[config.mk]
export PLATFORM = sky130hd
export DESIGN_NAME = gpio_avmm_slave
export DESIGN_NICKNAME = d
export VERILOG_FILES = /design/src/rtl/gpio_avmm_slave.sv
export SDC_FILE = /design/constraint.sdc
export NUM_CORES = 1
export LEC_CHECK = 0
export CAP_MARGIN = 10
export CORE_MARGIN = 8
export CORE_UTILIZATION = 49
export CTS_CLUSTER_SIZE = 20
export DETAILED_ROUTE_END_ITERATION = 10
export PLACE_DENSITY = 0.87
export SYNTH_ARGS = -nofsm -noshare
export SYNTH_HDL_FRONTEND = slang
export SYNTH_SLANG_ARGS = --single-unit
[constraint.sdc]
create_clock -name clk_clk -period 2.44 [get_ports clk_clk]
set_clock_uncertainty 0.1 [all_clocks]
set_input_delay 0.488 -clock clk_clk [delete_from_list [all_inputs] [get_ports clk_clk]]
set_output_delay 0.488 -clock clk_clk [all_outputs]
set_load 0.01 [all_outputs]
[src/rtl/gpio_avmm_slave.sv]
// GPIO peripheral on an Avalon-MM responder port: output/direction registers, synchronised
// inputs with rising-edge capture, write-1-to-clear pending bits and a masked level interrupt.
module gpio_avmm_slave #(
  parameter int GPIO_W = 8
) (
  input  logic              clk_clk,
  input  logic              reset_reset_n,
  input  logic [2:0]        avs_address,
  input  logic              avs_read,
  input  logic              avs_write,
  input  logic [31:0]       avs_writedata,
  output logic [31:0]       avs_readdata,
  output logic              avs_readdatavalid,
  input  logic [GPIO_W-1:0] gpio_gpi,
  output logic [GPIO_W-1:0] gpio_gpo,
  output logic [GPIO_W-1:0] gpio_gpd,
  output logic              irq
);

  typedef enum logic [2:0] {
    ADDR_GPI     = 3'd0,
    ADDR_GPO     = 3'd1,
    ADDR_GPD     = 3'd2,
    ADDR_IRQ_EN  = 3'd3,
    ADDR_PEND    = 3'd4,
    ADDR_GPO_SET = 3'd5,
    ADDR_GPO_CLR = 3'd6,
    ADDR_RSVD    = 3'd7
  } reg_addr_e;

  reg_addr_e        addr;
  logic [GPIO_W-1:0] wd;
  logic [GPIO_W-1:0] gpo, gpd, irq_en, pend;
  logic [GPIO_W-1:0] s1, s2, s3;
  logic [GPIO_W-1:0] rise, w1c_mask, gpo_next;
  logic [1:0]        prime_cnt;
  logic              primed;
  logic [31:0]       rd_value;
  logic              do_read;
  logic              unused_wd;

  assign addr      = reg_addr_e'(avs_address);
  assign wd        = avs_writedata[GPIO_W-1:0];
  assign unused_wd = ^avs_writedata;

  // A simultaneous write wins; the read is dropped and produces no readdatavalid.
  assign do_read = avs_read & ~avs_write;

  // The counter keeps the first edge after reset from looking like a rise for pads held high.
  assign primed = (prime_cnt == 2'd3);
  assign rise   = s2 & ~s3 & {GPIO_W{primed}};

  // NOTE: every signal driven here gets a default first so no path leaves it unassigned,
  // which would otherwise infer a latch.
  always_comb begin
    gpo_next = gpo;
    w1c_mask = '0;
    if (avs_write) begin
      case (addr)
        ADDR_GPO:     gpo_next = wd;
        ADDR_GPO_SET: gpo_next = gpo | wd;
        ADDR_GPO_CLR: gpo_next = gpo & ~wd;
        ADDR_PEND:    w1c_mask = wd;
        default:      gpo_next = gpo;
      endcase
    end
  end

  always_comb begin
    rd_value = '0;
    case (addr)
      ADDR_GPI:    rd_value[GPIO_W-1:0] = s2;
      ADDR_GPO:    rd_value[GPIO_W-1:0] = gpo;
      ADDR_GPD:    rd_value[GPIO_W-1:0] = gpd;
      ADDR_IRQ_EN: rd_value[GPIO_W-1:0] = irq_en;
      ADDR_PEND:   rd_value[GPIO_W-1:0] = pend;
      default:     rd_value = '0;
    endcase
  end

  // NOTE: state is updated with non-blocking assignments so every register samples
  // pre-edge values, independent of statement order.
  always_ff @(posedge clk_clk or negedge reset_reset_n) begin
    if (!reset_reset_n) begin
      s1        <= '0;
      s2        <= '0;
      s3        <= '0;
      prime_cnt <= '0;
    end else begin
      s1 <= gpio_gpi;
      s2 <= s1;
      s3 <= s2;
      if (!primed) prime_cnt <= prime_cnt + 2'd1;
    end
  end

  always_ff @(posedge clk_clk or negedge reset_reset_n) begin
    if (!reset_reset_n) begin
      gpo    <= '0;
      gpd    <= '0;
      irq_en <= '0;
      pend   <= '0;
    end else begin
      gpo  <= gpo_next;
      pend <= (pend & ~w1c_mask) | rise;
      if (avs_write && addr == ADDR_GPD)    gpd    <= wd;
      if (avs_write && addr == ADDR_IRQ_EN) irq_en <= wd;
    end
  end

  always_ff @(posedge clk_clk or negedge reset_reset_n) begin
    if (!reset_reset_n) begin
      avs_readdata      <= '0;
      avs_readdatavalid <= 1'b0;
    end else begin
      avs_readdatavalid <= do_read;
      if (do_read) avs_readdata <= rd_value;
    end
  end

  assign gpio_gpo = gpo;
  assign gpio_gpd = gpd;
  assign irq      = |(pend & irq_en);

endmodule

# Word-level counts from Yosys, hierarchy flattened
# Cells that the tools add are included.
[op_classes]
addsub = 1
eq_ne = 7
mux = 4
n_bitwise = 12
n_reduce_logical = 6
[op_table]
columns = ["operator", "count"]
rows = [
  ["AND 8 bit", 5],
  ["one-hot mux 8 bit (5 select lines)", 1],
  ["inverter 8 bit", 3],
  ["one-hot mux 8 bit (3 select lines)", 1],
  ["two-way mux 8 bit", 2],
  ["OR 8 bit", 2],
  ["== test 3 bit (second input constant)", 3],
  ["OR reduction 8 bit", 1],
  ["== test 3 x 2 -> 1 bit (second input constant)", 2],
  ["== test 3 x 1 -> 1 bit (second input constant)", 1],
  ["logical NOT 3 bit", 1],
  ["nonzero test 3 bit", 1],
  ["adder 2 x 1 -> 2 bit (second input constant)", 1],
  ["== test 2 bit (second input constant)", 1],
  ["logical AND 1 bit", 2],
  ["AND reduction 2 bit", 1],
  ["AND 1 bit", 1],
  ["inverter 1 bit", 1],
]
[totals]
reg_bits = 67
in_bits = 47
output_inout_bits = 50
elab_cells = 40

# Depth between registers and ports, before layout
[logic_depth]
word_depth = 6
ltp_mapped = 6
mapped_depth_nobuf = 4

# Least setup slack after synthesis
# Ideal clock, no wire load.
[synth_path]
path_kind = "input -> register"
startpoint = "in avs_address[1]"
endpoint = "reg gpd[0], in the netlist gpio_gpd[0]"
setup_ns = 0.128
arrival_ns = 1.366
required_time_ns = 2.212
slack_ns = 0.846
path_stages = 4
path_buffers = 1
cell_sequence = "clkbuf_1 -> nand2_1 -> nor2_4 -> mux2_1"
[synth_between]
elab_chain_len = 2
[synth_lines]
columns = ["item", "line_no", "rtl"]
rows = [
  ["start, declared", "8", "input logic [2:0] avs_address,"],
  ["== test 3 x 2 -> 1 bit", "106", "if (avs_write && addr == ADDR_GPD) gpd <= wd;"],
  ["logical AND 1 bit", "106", ""],
  ["end signal, assigned", "106", ""],
  ["end, declared", "33", "logic [GPIO_W-1:0] gpo, gpd, irq_en, pend;"],
]
# Every way passes these cells.
# A chain may end at the register's enable or synchronous reset.

# Worst setup path in the final report
[layout_path]
startpoint = "reg pend[7]"
endpoint = "out irq"
[layout_between]
elab_chain_len = 2
[layout_lines]
columns = ["item", "line_no", "rtl"]
rows = [
  ["start, declared", "33", ""],
  ["start signal, assigned", "105", "pend <= (pend & ~w1c_mask) | rise;"],
  ["AND 8 bit", "123", "assign irq = |(pend & irq_en);"],
  ["OR reduction 8 bit", "123", ""],
  ["end, declared", "17", "output logic irq"],
]
# Every way passes these cells.

==> results by stage <==
Layout:
- The number of antenna diodes in the final layout is 0.
- In the final design database the tool counted between 300 and 400 nets.
- The post-route netlist has between 10% and 20% of its cells at a drive strength greater than 1.
- After the flow finishes, the layout carries non-filler instances totaling ~400.
- The area growth from synthesis to final layout is 23.0%.

GRT:
- The total overflow left after global routing is 0.
- For this run, the total global-route usage over all layers was measured as 16.9%.
- In the global route stage, met3 resource usage came out at under 10%.
- The first-pass GRT wire length is 11400 microns.
- Entering global routing, the biggest net connects just under 70 pins.
- The number of global-route vias before repair was around 2.3k.
- The met2 usage is between 20% and 30%.
- For met1 alone, demand over resource in global routing was 20.6%.
- The number of antenna violations at the first check in global routing is 0.
- met2 is the most crowded layer.

Timing:
- The maximum operating frequency is between 400 and 500 MHz.
- Of the available clock period, the critical path in the final layout requires 92.8%.
- Measured against its own limit, the worst slew margin works out to 66.4%.
- The final number of max-transition violations is 0.
- Subtracting the final worst setup slack from the clock period gives roughly 2.3 ns.
- The number of setup violations in the final report is 0.
- Setup total negative slack on the finished layout was measured at 0 ns.
- Setup repair after global routing left no endpoint under its margin.
- The final hold violation count came to 0.
- For the pin with the worst max-slew slack, the measured transition is just over 0.5 ns.
- The final worst-path setup slack is roughly 0.18 ns.

Die:
- The die outline height is roughly 94 microns.
- The area of the die is 8780 sq um.
- The horizontal die dimension is 93.7 microns.
- Pin placement for this block handled 97 I/O pins.
- The initialized floorplan defines 28 standard-cell rows.
- The initial core utilization is between 50 and 60%.
- In this run the standard cell core region covers roughly 5900 sq um.

Logic synthesis:
- After synthesis, the netlist uses 37 different library cells.
- In the post-synthesis netlist, the cell with the most instances is sky130_fd_sc_hd__dfrtp_1.
- Summed over its instances, the top area cell type makes up about 57% of the synthesized netlist area.
- The number of enable flip-flop cells after synthesis is 0.
- The biggest area contributor in the post-synthesis netlist is sky130_fd_sc_hd__dfrtp_1.
- The share of the Yosys chip area taken by registers is a little under three fifths.
- In the post-synthesis netlist, the biggest area contributors are sky130_fd_sc_hd__dfrtp_1, sky130_fd_sc_hd__buf_4, sky130_fd_sc_hd__a22oi_1, sky130_fd_sc_hd__mux2_1, sky130_fd_sc_hd__nand2_1.
- The number of standard cells after synthesis is between 200 and 300.
- For this run, the number of Yosys warnings is 0.
- Averaged over all synthesized cells, the footprint is 11.2 sq um.
- In this run, synthesis produced a sequential element count of 67.
- Of all flip-flops after synthesis, the portion carrying an async set or reset was 100%.
- Sorting the synthesized cells by how often they occur yields sky130_fd_sc_hd__dfrtp_1, sky130_fd_sc_hd__nand2_1, sky130_fd_sc_hd__buf_4, sky130_fd_sc_hd__a22oi_1, sky130_fd_sc_hd__inv_1.
- The most used flip-flop cell after synthesis is sky130_fd_sc_hd__dfrtp_1.
- The mapped netlist covers ~3000 sq um.

Critical path:
- Across all register-to-register paths, the minimum setup slack is 0.97 ns.
- The critical path starts at pend[7].
- The stage delay of the slowest cell on the critical path is roughly 0.5 ns.
- The worst setup path is captured at a primary output.
- The startpoint type of the worst setup path is a flip-flop.
- The worst register-to-register path ends at prime_cnt[1].
- The worst register-to-register path begins at prime_cnt[0].
- The worst-path maximum fanout is 3.
- Traced cell by cell, the critical path runs through a22oi_1, nand4_1, clkdlybuf4s50_1.
- The worst setup path is of the flip-flop to primary output kind.
- For the worst setup path, the data arrival time is 1.68 ns.
- On the critical path, the stage with the largest delay is an instance of sky130_fd_sc_hd__clkdlybuf4s50_1.
- The data required time at the worst endpoint is between 1.5 and 2 ns.
- The number of cells on the worst reg-to-reg path is 2.

CTS:
- Buffers inserted to repair hold after CTS numbered 0.
- The clock tree from TritonCTS is yes.
- The post-CTS setup buffer count is 0.
- The post-cts gate resize count is 0.
- The H-tree was split into 3 levels.
- The clock reaches the later pin of the worst-skew pair after 0.34 ns.
- No sink is reached through more buffers than the 2 on the longest clock path.
- The root buffer cell is sky130_fd_sc_hd__clkbuf_8.
- For this design, the sink count on the clock tree is 67.
- The number of buffers inserted during clock tree synthesis is 9.
- After clock tree synthesis, the clock-pin slew on the worst setup and hold paths is about 0.07 ns.

Detailed routing:
- The routed wire length per instance is between 15 and 20 microns.
- The via count normalized by instance count is 5.45.
- For this block, the routed nets add up to 7090 microns of wire.
- The first detailed-routing pass took 4 iterations.
- The count of nets left with antenna violations once routing finished came out at 0.
- For this block, the initial DRC count from the detailed router was 150.
- The residual DRC count is 0.
- The total via count in the routed design is between 2k and 2.5k.

Power:
- The ratio of total power to cell area is ~700 nW/um^2.
- In this run the static leakage power is ~1.6 nW.
- Across the VDD grid, the largest voltage drop is 0.387 mV.

Placement:
- Routability-driven placement finished with a final weighted congestion of between 0.8 and 0.9.
- The number of buffer cells added on primary ports is 48.
- The total half-perimeter wirelength after legalization and detailed placement is 5110 microns.
- The pre-CTS setup slack is 0.136 ns.
- The total placed cells including tap cells is 385.

Hold path:
- The path class of the lowest-slack min-delay path is primary input to asynchronous set/reset pin.

Run status:
- The run finished with clean final reports.

Job:
- The tool flagged a number of max-cap violations equal to 0.
[metrics by stage]
step                      utilization, %  cell area (sq um)  total power [mW]  hold slack [ns]
final                               61.8               3640              2.56           0.0501
after global routing                61.8               3640              2.69           0.0683
after CTS                           61.8               3640              2.59           0.0549
after detailed placement            58.9               3470              1.79            0.235
after global placement              58.9               3470              1.77            0.233
after floorplan                        -               3040              1.56           0.0924
[where the power goes]
group / total (mW) / switching [mW] / internal (mW) / leakage [nW]
clock network: 0.791 / 0.430 / 0.362 / 0.0770
registers: 1.31 / 0.0860 / 1.22 / 0.793
logic: 0.464 / 0.217 / 0.247 / 0.716
[layer usage]
metal  up-vias  routed length (microns)
met2        92                     3440
met3        12                      641
met5         -                        0
li1        998                        -
met4         0                       99
met1      1084                     2910
[worst max path at each step]
| stage | to | depth (start not counted) |
|---|---|---|
| 2_1_floorplan | gpio_gpd[0] | 4 |
| 3_3_place_gp | gpio_gpd[2] | 5 |
| 3_5_place_dp | gpio_gpd[1] | 5 |
| 4_1_cts | irq | 3 |
| 5_1_grt | irq | 3 |
| 6_report | irq | 3 |
[worst max-delay path, delay by kind of cell, from the launching register on]
kind	cells	cell delay [ns]
flip-flops	1	0.42
AND/OR/NAND/NOR	1	0.15
buffers and inverters	1	0.51
AO/OA/AOI/OAI	1	0.25
[registers in the layout, summed over array words and instances, names as in the netlist]
| name | flops |
|---|---|
| prime_cnt | 2 |
| s1 | 8 |
| s3 | 8 |
| avs_readdatavalid | 1 |
| gpio_gpo | 8 |
| pend | 8 |
| gpio_gpd | 8 |
| irq_en | 8 |
| s2 | 8 |
| avs_readdata | 8 |
[layout by cell type (no fill, tap or decap), types with 2 or more instances in the layout]
cell type	Yosys	final
sky130_fd_sc_hd__buf_4	26	11
sky130_fd_sc_hd__o21ai_1	9	9
sky130_fd_sc_hd__a211oi_1	8	8
sky130_fd_sc_hd__mux2_1	9	9
sky130_fd_sc_hd__nand3_1	3	3
sky130_fd_sc_hd__nor2b_1	2	2
sky130_fd_sc_hd__o2bb2ai_1	4	4
sky130_fd_sc_hd__a32o_1	4	4
sky130_fd_sc_hd__clkbuf_8	0	9
sky130_fd_sc_hd__dfrtp_1	67	67
sky130_fd_sc_hd__clkinv_2	0	3
sky130_fd_sc_hd__nand2_1	27	27
sky130_fd_sc_hd__inv_1	13	13
sky130_fd_sc_hd__a22oi_1	15	15
sky130_fd_sc_hd__o31ai_1	5	5
sky130_fd_sc_hd__a21oi_1	9	9
sky130_fd_sc_hd__clkinvlp_4	0	4
sky130_fd_sc_hd__clkdlybuf4s50_1	0	47
sky130_fd_sc_hd__o21ai_0	10	10
sky130_fd_sc_hd__mux2_2	7	7
sky130_fd_sc_hd__nand2b_1	2	2
sky130_fd_sc_hd__nand3b_1	3	3
sky130_fd_sc_hd__nor2_1	12	12
sky130_fd_sc_hd__conb_1	1	24
sky130_fd_sc_hd__a22o_1	5	5
[kinds of logic after synthesis]
group           count (synthesis)  share of synthesized area [%]
xor+xnor                        1                          0.296
mux                            18                           7.19
flops                          67                           56.7
fa+ha+maj                       1                          0.423
buf+inv                        50                           10.0
compound gates                 71                           16.5
other cells                     1                          0.127
simple gates                   55                           8.72
[layout make-up]
cell class,count,area (sq um)
inverters,13,48.8
flip-flops and latches,67,1680
well taps,75,93.8
clock inverters,7,45.0
fillers,471,2250
clock buffers,9,124
repair buffers,60,578
multi-input cells,170,1070
No activity file was read; power rests on OpenSTA's default activity.
